## config.mk

```make
export PLATFORM = sky130hd
export DESIGN_NAME = control_sequencer
export DESIGN_NICKNAME = d
export VERILOG_FILES = /design/src/rtl/control_sequencer.sv
export SDC_FILE = /design/constraint.sdc
export NUM_CORES = 1
export LEC_CHECK = 0
export BUFFER_PORTS_ARGS = -buffer_cell sky130_fd_sc_hd__buf_4
export CORE_UTILIZATION = 35
export CTS_CLUSTER_SIZE = 10
export DETAILED_ROUTE_END_ITERATION = 6
export HOLD_SLACK_MARGIN = 0.06
export PLACE_DENSITY = 0.86
export SYNTH_ARGS = -nofsm -noshare
export SYNTH_HDL_FRONTEND = slang
export SYNTH_SLANG_ARGS = --single-unit
export TNS_END_PERCENT = 5
```

## constraint.sdc

```tcl
create_clock -name Clk -period 1.74 [get_ports Clk]
set_input_delay 0.348 -clock Clk [delete_from_list [all_inputs] [get_ports Clk]]
set_output_delay 0.348 -clock Clk [all_outputs]
set_load 0.05 [all_outputs]
```

## src/rtl/control_sequencer.sv

```systemverilog
// control_sequencer: Moore FSM issuing fetch/decode/execute control strobes to a SPARC-like datapath
module control_sequencer (
  input  logic        Clk,
  input  logic        Clr,
  input  logic [31:0] IR,
  input  logic        MFC,
  input  logic        COND,
  output logic        IRE,
  output logic        MDRE,
  output logic        MARE,
  output logic        PCE,
  output logic        nPCE,
  output logic        ClrPC,
  output logic        nPCClr,
  output logic        IRClr,
  output logic        nPC_ADD,
  output logic        nPC_ADDSEL,
  output logic        MFA,
  output logic        MOP_SEL,
  output logic        RFE,
  output logic        ALUE,
  output logic        RA_SEL,
  output logic        AOP_SEL,
  output logic        DISP_SEL,
  output logic        BAUX,
  output logic [1:0]  nPC_SEL,
  output logic [1:0]  MAR_SEL,
  output logic [1:0]  MDR_SEL,
  output logic [1:0]  CIN_SEL,
  output logic [1:0]  RC_SEL,
  output logic [1:0]  ALU_SEL,
  output logic [5:0]  OP1,
  output logic        ERR,
  output logic [4:0]  STATE
);
  typedef enum logic [4:0] {
    RST, RST_NPC, FETCH1, FETCH2, FETCH3, DECODE, ALU, BR_TAKEN,
    PC_UPD, NPC_UPD, ANNUL_PC, ANNUL_NPC, HALT
  } state_t;
  state_t state, next;
  logic [3:0] cnt;
  logic bicc, timeout, unused_ir;
  assign unused_ir = ^{IR[28:25], IR[21:0]};
  assign bicc = IR[31:30] == 2'b00 && IR[24:22] == 3'b010;
  assign timeout = state == FETCH2 && !MFC && cnt == 4'd14;
  assign STATE = state;
  // state register; Clr drops the machine into RST at once, abandoning any access
  always_ff @(posedge Clk or negedge Clr)
    if (!Clr) state <= RST;
    else state <= next;
  // wait-cycle counter runs only while in FETCH2; ERR latches a memory timeout
  always_ff @(posedge Clk or negedge Clr)
    if (!Clr) begin
      cnt <= 4'd0;
      ERR <= 1'b0;
    end else begin
      cnt <= state == FETCH2 ? cnt + 4'd1 : 4'd0;
      ERR <= ERR | timeout;
    end
  // next-state selection
  always_comb begin
    next = state;
    case (state)
      RST:       next = RST_NPC;
      RST_NPC:   next = FETCH1;
      FETCH1:    next = FETCH2;
      FETCH2:    next = MFC ? FETCH3 : timeout ? HALT : FETCH2;
      FETCH3:    next = DECODE;
      DECODE:    next = IR[31:30] == 2'b10 ? ALU :
                        bicc && COND ? BR_TAKEN :
                        bicc && IR[29] ? ANNUL_PC : PC_UPD;
      ALU:       next = PC_UPD;
      BR_TAKEN:  next = FETCH1;
      PC_UPD:    next = NPC_UPD;
      NPC_UPD:   next = FETCH1;
      ANNUL_PC:  next = ANNUL_NPC;
      ANNUL_NPC: next = PC_UPD;
      HALT:      next = HALT;
      default:   next = RST;
    endcase
  end
  // outputs decoded from state: idle values first, then each state's deviations
  always_comb begin
    IRE = 1'b1; MDRE = 1'b1; MARE = 1'b1; PCE = 1'b1; nPCE = 1'b1;
    ClrPC = 1'b1; nPCClr = 1'b1; IRClr = 1'b1; RFE = 1'b1;
    nPC_ADD = 1'b0; nPC_ADDSEL = 1'b0; MFA = 1'b0; MOP_SEL = 1'b1;
    ALUE = 1'b0; RA_SEL = 1'b0; AOP_SEL = 1'b0; DISP_SEL = 1'b0; BAUX = 1'b0;
    nPC_SEL = 2'd0; MAR_SEL = 2'd0; MDR_SEL = 2'd0; CIN_SEL = 2'd0;
    RC_SEL = 2'd0; ALU_SEL = 2'd0; OP1 = 6'h00;
    case (state)
      RST: begin
        ClrPC = 1'b0; nPCClr = 1'b0; IRClr = 1'b0;
      end
      RST_NPC, NPC_UPD, ANNUL_NPC: begin
        nPC_ADD = 1'b1; nPCE = 1'b0;
      end
      FETCH1: begin
        MARE = 1'b0; MAR_SEL = 2'd1;
      end
      FETCH2: begin
        MFA = 1'b1; MDRE = 1'b0; OP1 = 6'h08;
      end
      FETCH3: IRE = 1'b0;
      ALU: begin
        RFE = 1'b0; ALUE = 1'b1; CIN_SEL = 2'd2;
      end
      BR_TAKEN: begin
        PCE = 1'b0; nPC_SEL = 2'd2; BAUX = 1'b1; nPCE = 1'b0;
      end
      PC_UPD, ANNUL_PC: PCE = 1'b0;
      default: ;
    endcase
  end
endmodule

```

# Yosys cells after proc, flatten, opt, wreduce, memory -nomap -nowiden
# Index checks and enable logic that the tools add are counted.
# word_totals
input_bits,36
word_cells,55
ff_bits,10
# classes
add_sub_neg,1
n_eq_ne,15
bitwise_logic,1
n_mux,22
reduce_logical,13
# op_table
operator,count
4-bit one-hot mux with 10 select lines,1
"5-bit by 4-bit equality test with 1-bit output, second input constant",5
4-bit two-way mux,6
"5-bit by 3-bit equality test with 1-bit output, second input constant",4
1-bit two-way mux,12
"5-bit by 2-bit equality test with 1-bit output, second input constant",2
3-bit OR reduction,3
2-bit two-way mux,3
"5-bit by 1-bit equality test with 1-bit output, second input constant",1
1-bit logical AND,5
5-bit zero test,1
"4-bit by 1-bit adder with 4-bit output, second input constant",1
"4-bit equality test, second input constant",1
4-bit OR reduction,1
"3-bit by 2-bit equality test with 1-bit output, second input constant",1
"2-bit equality test, second input constant",1
2-bit zero test,1
2-bit OR reduction,1
1-bit zero test,1
1-bit bitwise OR,1

# Depth between registers and ports, before layout
# Gate-level depths: netlist of the first run.
# logic_depth
ltp_word,7
mapped_depth,6
depth_no_buf,6

# Worst setup path before layout of the first run
# Ideal clock, no wire load.
# synth_timing
kind,reg2out
startpoint,"register state[3], in the netlist STATE[3]"
endpoint,output nPCE
t_required_ns,1.392
path_stages_with_launch,5
path_buffers,1
slack_ns,-1.377
arrival_ns,2.769
cell_sequence,dfrtp_1 -> buf_4 -> inv_2 -> a211oi_1 -> nor2_1
# synth_between
elab_chain_len,3
elab_cells_between_ends,6
classes_between,eq/ne (4); mux (1); reduce/logical (1)
# synth_rtl
element,line_no,source
"start, declared",40,"state_t state, next;"
"start signal, assigned",50,else state <= next;
"5-bit by 3-bit equality test with 1-bit output, or another cell as far along",90,case (state)
4-bit OR reduction (no source line) (*),--,
1-bit two-way mux (*),90,
"end, declared",12,"output logic nPCE,"
# Every way passes the cells marked *; elsewhere a longest branch is shown, timed or not.

# Final worst setup path of the first run
# layout_timing
startpoint,"register state[2], in the netlist STATE[2]"
endpoint,"register state[1], in the netlist STATE[1]"
# layout_between
elab_chain_len,6
elab_cells_between_ends,20
classes_between,eq/ne (12); mux (3); reduce/logical (5)
# layout_rtl
element,line_no,source
5-bit by 2-bit equality test with 1-bit output,"45, 63",
1-bit logical AND (2 in a row),45,assign timeout = state == FETCH2 && !MFC && cnt == 4'd14;
4-bit two-way mux (2 in a row),67,FETCH2: next = MFC ? FETCH3 : timeout ? HALT : FETCH2;
4-bit one-hot mux with 10 select lines (*),63,case (state)
named net next[1],40,
# The timed path passes the listed nets; every way through them passes the cells marked *.

==> metrics.cfg, run 1 <==
[critical_path]
rr_worst_depth = 5
crit_path_end_kind = flop
critical_path_class = flop to flop
r2r-start = STATE[2]
startpoint_type = flop
timing.rr.end = STATE[1]
cp.required_ns = 1.94
critPathArrivalTime_ns = 1.91
regToRegSetupSlack_ns = 0.02
critPathMaxFanout = 7

[placed_design]
dp_hpwl_um = 1250
place_area_um2 = 956
gp_congestion = 0.850
port_buffers = 31

[cells_and_area]
num_antenna_cells = 0
fin_nets = 172
syn_to_final_growth_pct = 37.5
layout-drive-gt1-share_pct = 48.1
final_cell_area_um2 = 1090

[pwr]
p_int_uw = 974
power_frac_comb_pct = 76.2
leakagePower_nw = 0.554
switchingPower_mw = 1.42
power.density_nw_per_um2 = 2190
vdd_drop_max_mv = 1.31
p_clk_share_pct = 6.9
power_frac_seq_pct = 17.0
switching_share_pct = 59.3

[yosys]
seq_area_frac_synth_pct = 28.3
synth.most_common_cell = buf_4
synthAdderAreaFrac_pct = 3.15
synth_area_leader_cell = dfrtp_1
synthSimpleGateAreaFrac_pct = 21.9
avgSynthCellArea_um2 = 8.19
synth_edf_count = 0
synth_area_um2 = 795
ys_warn_count = 0
netlist_top_cells_area = dfrtp_1 28%, buf_4 25%, nor2_1 5.7%, nand3_1 3.8%, a31oi_1 3.1%
synth_top_family_by_area = buffers and inverters
synth_compound_area_share_pct = 14.0
ys_ff_latch = 9
yosysTopAreaCellShare_pct = 28.3
yosysUniqueCellTypes = 32
synth_ff_type = dfrtp_1
syn-instance-count = 97
synthTopCellsByCount = 26 x buf_4, 12 x nor2_1, 9 x dfrtp_1
ys_async_sr_fraction_pct = 100
synthMuxAreaShare_pct = 0
synth_xor_area_share_pct = 2.20

[floorplanning]
die_h_um = 49.6
rows = 16
die_area_um2 = 2460
io_pins = 78
core-area_um2 = 2040
die_w_um = 49.6
initial_core_util_pct = 38.9

[timing]
finalHoldViolCount = 0
rsz0062_at_grt = yes
setup_viol = 0
fin_skew_ns = 0.00977
fmax_mhz = 582
final_max_slew_viol_count = 0
fin_crit_ns = 1.72
fin_crit_sh_pct = 98.8
fin_setup_tns_ns = 0

[status]
status = finished, final reports clean

[grt]
grt_pass1_wl_um = 2650
grt_pass1_vias = 600
grt_overflow = 0
grt_usage_pct = 13.9
antenna_found_initial = 0
grt_max_degree = 14

[worst_hold_path]
hold_path.class = primary input to flop
whs_path_depth = 3
hold_end = STATE[2]
min_from = IR[30]

[drt]
viasPerCell = 4.64
antenna_left = 0
drt_iter0_markers = 11
vias = 743
drt-total-wl_um = 1750
drc_errors = 0
drtPass1Iterations = 4
wire_per_inst_um = 11.0

[clocking]
htree_levels = 1
clk_pin_slew_ns = 0.07
cts_tree = built
root_buffer = clkbuf_4
clock-sinks = 9
clk_latency_ns = 0.27
cts_buffer_depth = 2
cts_inserted_buffers = 3

[flow_run]
cap_violations = 0

-- logic make-up (layout without fill, tap and decap cells) --
kind of cell             count (synthesis)  count (layout)
AO/OA/AOI/OAI                           16              16
XOR/XNOR                                 2               2
adder cells (fa/ha/maj)                  2               2
buffers and inverters                   36              54
flip-flops                               9               9
other                                    2              20
AND/OR/NAND/NOR                         30              30
-- registers in the layout, summed over array words and instances, names as in the netlist --
name / count
STATE: 4
cnt: 4
ERR: 1
-- placed cells by master (no fill, tap or decap), drive strengths merged, types with 2 or more instances in the layout --
cell / instances
nand2b: 2
inv: 7
dfrtp: 9
conb: 20
nand2: 2
nor2: 12
nand3: 6
nand4: 2
buf: 42
a31oi: 4
ha: 2
clkbuf: 4
a21oi: 3
-- what timing repair did --
action                                  4_1_cts  5_1_grt
endpoints found under the hold margin         9        0
setup buffers                                 3        7
gates cloned                                  0        0
pin swaps                                     0        2
hold buffers                                  1        0
endpoints found under the setup margin        5       15
gates resized for setup                       2        5
-- area by class of cell --
type / count / area (µm²)
inverter: 7 / 33.8
sequential: 9 / 230
fill: 195 / 950
multi-input combinational: 70 / 442
clock buffer: 4 / 26.3
timing repair buffer: 43 / 327
tap: 27 / 33.8
-- per-stage QoR --
step | hold slack (ns) | setup slack, ns | util (%) | total power [mW] | instances
after global routing | 0.395 | -0.0468 | 53.5 | 2.53 | 160
after floorplan | 0.0524 | -0.513 | - | 1.76 | 115
after detailed placement | 0.175 | 0.126 | 46.8 | 2.00 | 145
after global placement | 0.176 | 0.169 | 46.8 | 1.97 | 145
final | 0.408 | 0.0209 | 53.5 | 2.39 | 160
after CTS | 0.391 | -0.00884 | 50.4 | 2.25 | 153
-- critical path, stage by stage, from the launching register on --
cell	delay (ns)
dfrtp_2	0.50
buf_2	0.22
buf_4	0.13
nand3_1	0.08
or4_2	0.61
nand3_1	0.11
-- power by group through the flow --
stage	Sequential [mW]	Combinational, mW	Clock, mW
global route	0.418	1.93	0.189
detailed placement	0.451	1.55	0
floorplan	0.494	1.26	0
finish	0.406	1.82	0.164
global placement	0.446	1.53	0
CTS	0.439	1.65	0.167
-- worst max-delay path by stage --
stage / from / end / slack (ns) / cells past startpoint
final: STATE[2] / STATE[1] / 0.02 / 5
after global routing: STATE[0] / MDRE / -0.05 / 4
after CTS: STATE[3] / PCE / -0.009 / 4
after floorplan: STATE[0] / CIN_SEL[1] / -0.51 / 5
after global placement: IR[30] / STATE[1] / 0.17 / 5
after detailed placement: IR[30] / STATE[1] / 0.13 / 5
-- metal layers --
metal / GRT usage [%] / vias up / share of wire (%)
li1: - / 363 / -
met1: 16.5 / 340 / 40
met2: 23.9 / 38 / 51
met3: 4.94 / 2 / 7.6
met4: 2.86 / 0 / 1.3
met5: 0 / - / 0
No activity file was read; power rests on OpenSTA's default activity.
==> run 2, diff against run 1 <==
--- a/config.mk
+++ b/config.mk
@@ -6,11 +6,13 @@
 export NUM_CORES = 1
 export LEC_CHECK = 0
 export BUFFER_PORTS_ARGS = -buffer_cell sky130_fd_sc_hd__buf_4
+export CORE_ASPECT_RATIO = 1.5
 export CORE_UTILIZATION = 35
 export CTS_CLUSTER_SIZE = 10
 export DETAILED_ROUTE_END_ITERATION = 6
 export HOLD_SLACK_MARGIN = 0.06
 export PLACE_DENSITY = 0.86
+export SLEW_MARGIN = 20
 export SYNTH_ARGS = -nofsm -noshare
 export SYNTH_HDL_FRONTEND = slang
 export SYNTH_SLANG_ARGS = --single-unit
==> constraint.sdc (replaced) <==
create_clock -name Clk -period 1.92 [get_ports Clk]
set_input_delay 0.384 -clock Clk [delete_from_list [all_inputs] [get_ports Clk]]
set_output_delay 0.384 -clock Clk [all_outputs]
set_load 0.05 [all_outputs]
==> run 2 against run 1 <==
Worst setup slack improved by 0.076 ns. Final cell count decreased by 8.1%. Global-route usage about the same. Power decreased by 16%. Sequential power increased by 1%. Critical path depth decreased by 1. Sequential share of layout area increased by 1.8 points. Clock power decreased by 9.8%. Clock skew decreased by 0.0076 ns. Via count decreased by 4.0%. Critical endpoint is now MDRE.
==> metrics.cfg, run 2 (synthesis results as in run 1) <==
[pwr]
power.density_nw_per_um2 = 2000
total_power_mw = 2.02
vdd_drop_max_mv = 0.878
leakagePower_nw = 0.507

[placed_design]
gp_congestion = 0.690
dp_hpwl_um = 1260
port_buffers = 31
dp.cells = 139
place_area_um2 = 942

[cells_and_area]
num_antenna_cells = 0
finalNonFillerCells = 147
syn_to_final_growth_pct = 26.8
layout-drive-gt1-share_pct = 42.4
layout_common_cells = 34 x buf_4, 20 x conb_1, 11 x nor2_1, 6 x nand3_1, 5 x dfrtp_1
final_common_cell = buf_4
final_cell_area_um2 = 1010
fin_nets = 164

[clocking]
root_buffer = clkbuf_4
clock-sinks = 9
htree_levels = 1
cts_buffer_depth = 2
cts_inserted_buffers = 3
clk_pin_slew_ns = 0.06
cts_tree = built
clk_latency_ns = 0.26

[grt]
grtUsageMet1_pct = 12.8
grt_pass1_wl_um = 2320
grt_max_degree = 15
grt_most_used_layer = met2
grt_usage_pct = 13.9
antenna_found_initial = 0
use_met2_pct = 25.0
grt_pass1_vias = 598
grt_overflow = 0
use_met3_pct = 4.76

[floorplanning]
io_pins = 78
initial_core_util_pct = 38.3
rows = 20
die_w_um = 40.9
core-area_um2 = 2080
die_area_um2 = 2470
die_h_um = 60.4

[critical_path]
startpoint_type = flop
timing.rr.end = STATE[1]
rr_worst_depth = 4
cp.required_ns = 1.54
regToRegSetupSlack_ns = 0.43
critical_path_class = flop to primary output
r2r-start = STATE[3]
critPathMaxFanout = 12
crit_path_end_kind = primary output
critPathArrivalTime_ns = 1.44

[worst_hold_path]
whs_path_depth = 3
min_from = IR[30]
hold_end = STATE[1]
hold_path.class = primary input to flop

[timing]
finalHoldViolCount = 0
final_max_slew_viol_count = 0
setup_viol = 0
holdWs_ns = 0.415
fin_crit_sh_pct = 95.0
rsz0062_at_grt = no
fin_skew_ns = 0.00218
fin_setup_tns_ns = 0
fmax_mhz = 548
fin_crit_ns = 1.82

[drt]
drtPass1Iterations = 4
antenna_left = 0
drt_iter0_markers = 12
drc_errors = 0
wire_per_inst_um = 11.4
viasPerCell = 4.85
vias = 713
drt-total-wl_um = 1680

[flow_run]
cap_violations = 0

[status]
status = finished, final reports clean

[run 2: timing repair]
item,in CTS,in global routing
hold buffers,1,0
resized for setup,0,1
endpoints found under the hold margin,9,0
setup endpoints to repair,0,3
buffers inserted,0,3
[run 2: worst max path at each step]
| stage | start | to | cells past startpoint |
|---|---|---|---|
| 2_1_floorplan | STATE[0] | CIN_SEL[1] | 5 |
| 3_3_place_gp | IR[30] | STATE[1] | 5 |
| 3_5_place_dp | IR[30] | STATE[0] | 5 |
| 4_1_cts | STATE[1] | MDRE | 4 |
| 5_1_grt | STATE[0] | MDRE | 4 |
| 6_report | STATE[0] | MDRE | 4 |
[run 2: power by group]
group | leakage, nW | switching [mW] | internal (mW)
clock network | 0.0150 | 0.0678 | 0.0802
registers | 0.113 | 0.156 | 0.254
logic | 0.379 | 1.02 | 0.435
[run 2: area by class of cell]
type	instances	area (µm²)
clock buffer	4	26.3
fill	209	1070
inverter	7	33.8
multi-input combinational	70	424
sequential	9	230
tap	22	27.5
timing repair buffer	35	265
[run 2: layer usage]
| layer | up-vias | share of wire [%] |
|---|---|---|
| met2 | 43 | 55 |
| met5 | - | 0 |
| met4 | 0 | 0.95 |
| li1 | 341 | - |
| met3 | 2 | 8.9 |
| met1 | 327 | 36 |
[run 2: metrics by stage]
stage	setup WS, ns	util [%]
6_report	0.0965	48.5
5_1_grt	0.00260	48.5
4_1_cts	0.0171	47.1
3_5_place_dp	0.277	45.4
3_3_place_gp	0.304	45.4
2_1_floorplan	-0.369	-
[run 2: worst max-delay path, cell delays in order (launching register included)]
cell and delay, ns:
dfrtp_2 0.49, nand2_1 0.16, nor3_4 0.21, inv_2 0.11, buf_4 0.20
==> run 3, diff against run 2 <==
--- a/config.mk
+++ b/config.mk
@@ -5,13 +5,13 @@
 export SDC_FILE = /design/constraint.sdc
 export NUM_CORES = 1
 export LEC_CHECK = 0
-export BUFFER_PORTS_ARGS = -buffer_cell sky130_fd_sc_hd__buf_4
-export CORE_ASPECT_RATIO = 1.5
-export CORE_UTILIZATION = 35
+export CORE_UTILIZATION = 45
 export CTS_CLUSTER_SIZE = 10
 export DETAILED_ROUTE_END_ITERATION = 6
+export DONT_BUFFER_PORTS = 1
 export HOLD_SLACK_MARGIN = 0.06
-export PLACE_DENSITY = 0.86
+export PLACE_DENSITY = 0.68
+export REMOVE_ABC_BUFFERS = 1
 export SLEW_MARGIN = 20
 export SYNTH_ARGS = -nofsm -noshare
 export SYNTH_HDL_FRONTEND = slang
==> run 3 against run 2 <==
The flow now finishes with violations (DRC). Sequential share of layout area up 3.1 points. Flip-flop and latch count unchanged. Clock power down 5%. Clock skew about the same. Final cell count down 17%. Hold slack worse by 0.087 ns. Combinational power down 7%. Wire length down 15%. Non-clock buffer count down 19. Sequential power down 5.1%. Utilization up 7.1 points. Register-to-register slack worse by 0.03 ns. Critical path type unchanged. Largest power group unchanged.
==> metrics.cfg, run 3 (synthesis results as in run 1) <==
[status]
status = finished, violations left
failed_checks = DRC

[placed_design]
port_buffers = 0
dp_hpwl_um = 1150
place_area_um2 = 838
gp_congestion = 0.744
place_ws_ns = 0.305

[grt]
antenna_found_initial = 0
grt_pass1_vias = 536
grt_usage_pct = 15.5
grt_pass1_wl_um = 2240
grt_max_degree = 14
grt_overflow = 0

[floorplanning]
initial_core_util_pct = 50.4
die_area_um2 = 1940
core-area_um2 = 1580
die_w_um = 44.0
die_h_um = 44.0
rows = 14
io_pins = 78

[critical_path]
rr_worst_depth = 4
crit_path_end_kind = primary output
cp.required_ns = 1.54
critical_path_class = flop to primary output
startpoint_type = flop
critPathMaxFanout = 9
critPathArrivalTime_ns = 1.44

[drt]
drc_errors = 5
drtPass1Iterations = 6
wire_per_inst_um = 11.7
vias = 613
antenna_left = 0
drt_iter0_markers = 18
drt-total-wl_um = 1430
viasPerCell = 5.02

[clocking]
clk_latency_ns = 0.25
post_cts_buffers = 0
htree_levels = 1
cts_inserted_buffers = 3
cts_tree = built
clk_pin_slew_ns = 0.05
root_buffer = clkbuf_4
cts_buffer_depth = 2
clock-sinks = 9

[cells_and_area]
num_antenna_cells = 0
final_cell_area_um2 = 877
layout_common_cells = 20 x conb_1, 12 x buf_4, 11 x nor2_1, 7 x dfrtp_1, 6 x nand3_1
final.fill_count = 151
syn_to_final_growth_pct = 10.4
layout-drive-gt1-share_pct = 29.2
fin_nets = 145
final_common_cell = conb_1

[timing]
holdWs_ns = 0.328
fin_setup_tns_ns = 0
fin_skew_ns = 0.00189
fin_crit_ns = 1.82
fin_crit_sh_pct = 94.7
finalHoldViolCount = 0
rsz0062_at_grt = no
setup_viol = 0
final_max_slew_viol_count = 0
fmax_mhz = 550
setup_ws_ns = 0.101

[pwr]
power.density_nw_per_um2 = 2160
total_power_mw = 1.89
leakagePower_nw = 0.432
vdd_drop_max_mv = 0.950

[flow_run]
cap_violations = 0

[worst_hold_path]
whs_path_depth = 2
hold_path.class = primary input to flop

==> run 3: worst max-delay path: stages, from the launching register on <==
cell      delay, ns
dfrtp_1        0.56
nand2b_1       0.17
nor2_2         0.14
buf_4          0.31
==> run 3: through the flow <==
step	util, %	std cells
3_3_place_gp	53.2	117
6_report	55.6	122
3_5_place_dp	53.2	117
2_1_floorplan	-	86
5_1_grt	55.6	122
4_1_cts	55.5	122
==> run 3: path summary, 6_finish.rpt <==
kind                             to  slack [ns]  startpoint
max                            BAUX        0.10    STATE[2]
min                        STATE[1]        0.33      IR[30]
max reg2reg                STATE[1]        0.40    STATE[3]
min reg2reg                  cnt[0]        0.49      cnt[0]
max in group asynchronous  STATE[1]        1.14         Clr
min in group asynchronous    cnt[3]        0.48         Clr
==> run 3: final cells by class <==
type	instances	area [µm²]	area share, %
multi-input combinational	70	417	47.5
tap	16	20.0	2.28
timing repair buffer	16	160	18.3
sequential	9	228	26.0
inverter	7	26.3	3.00
clock buffer	4	26.3	3.00
==> run 3: per-layer routing <==
metal	track usage, %	share of wire, %
met5	0	0
met4	5.45	0.98
met3	5.31	8.3
met2	25.9	51
met1	18.6	40
==> run 3: power by group <==
part / switching, mW / total [mW] / internal (mW)
Sequential: 0.138 / 0.389 / 0.251
Combinational: 0.992 / 1.36 / 0.370
Clock: 0.0603 / 0.140 / 0.0797
==> run 3: timing repair <==
| action | in CTS | in global routing |
|---|---|---|
| endpoints found under the hold margin | 9 | 0 |
| hold buffers | 1 | 0 |
| resized for setup | 0 | 2 |
| endpoints found under the setup margin | 0 | 7 |
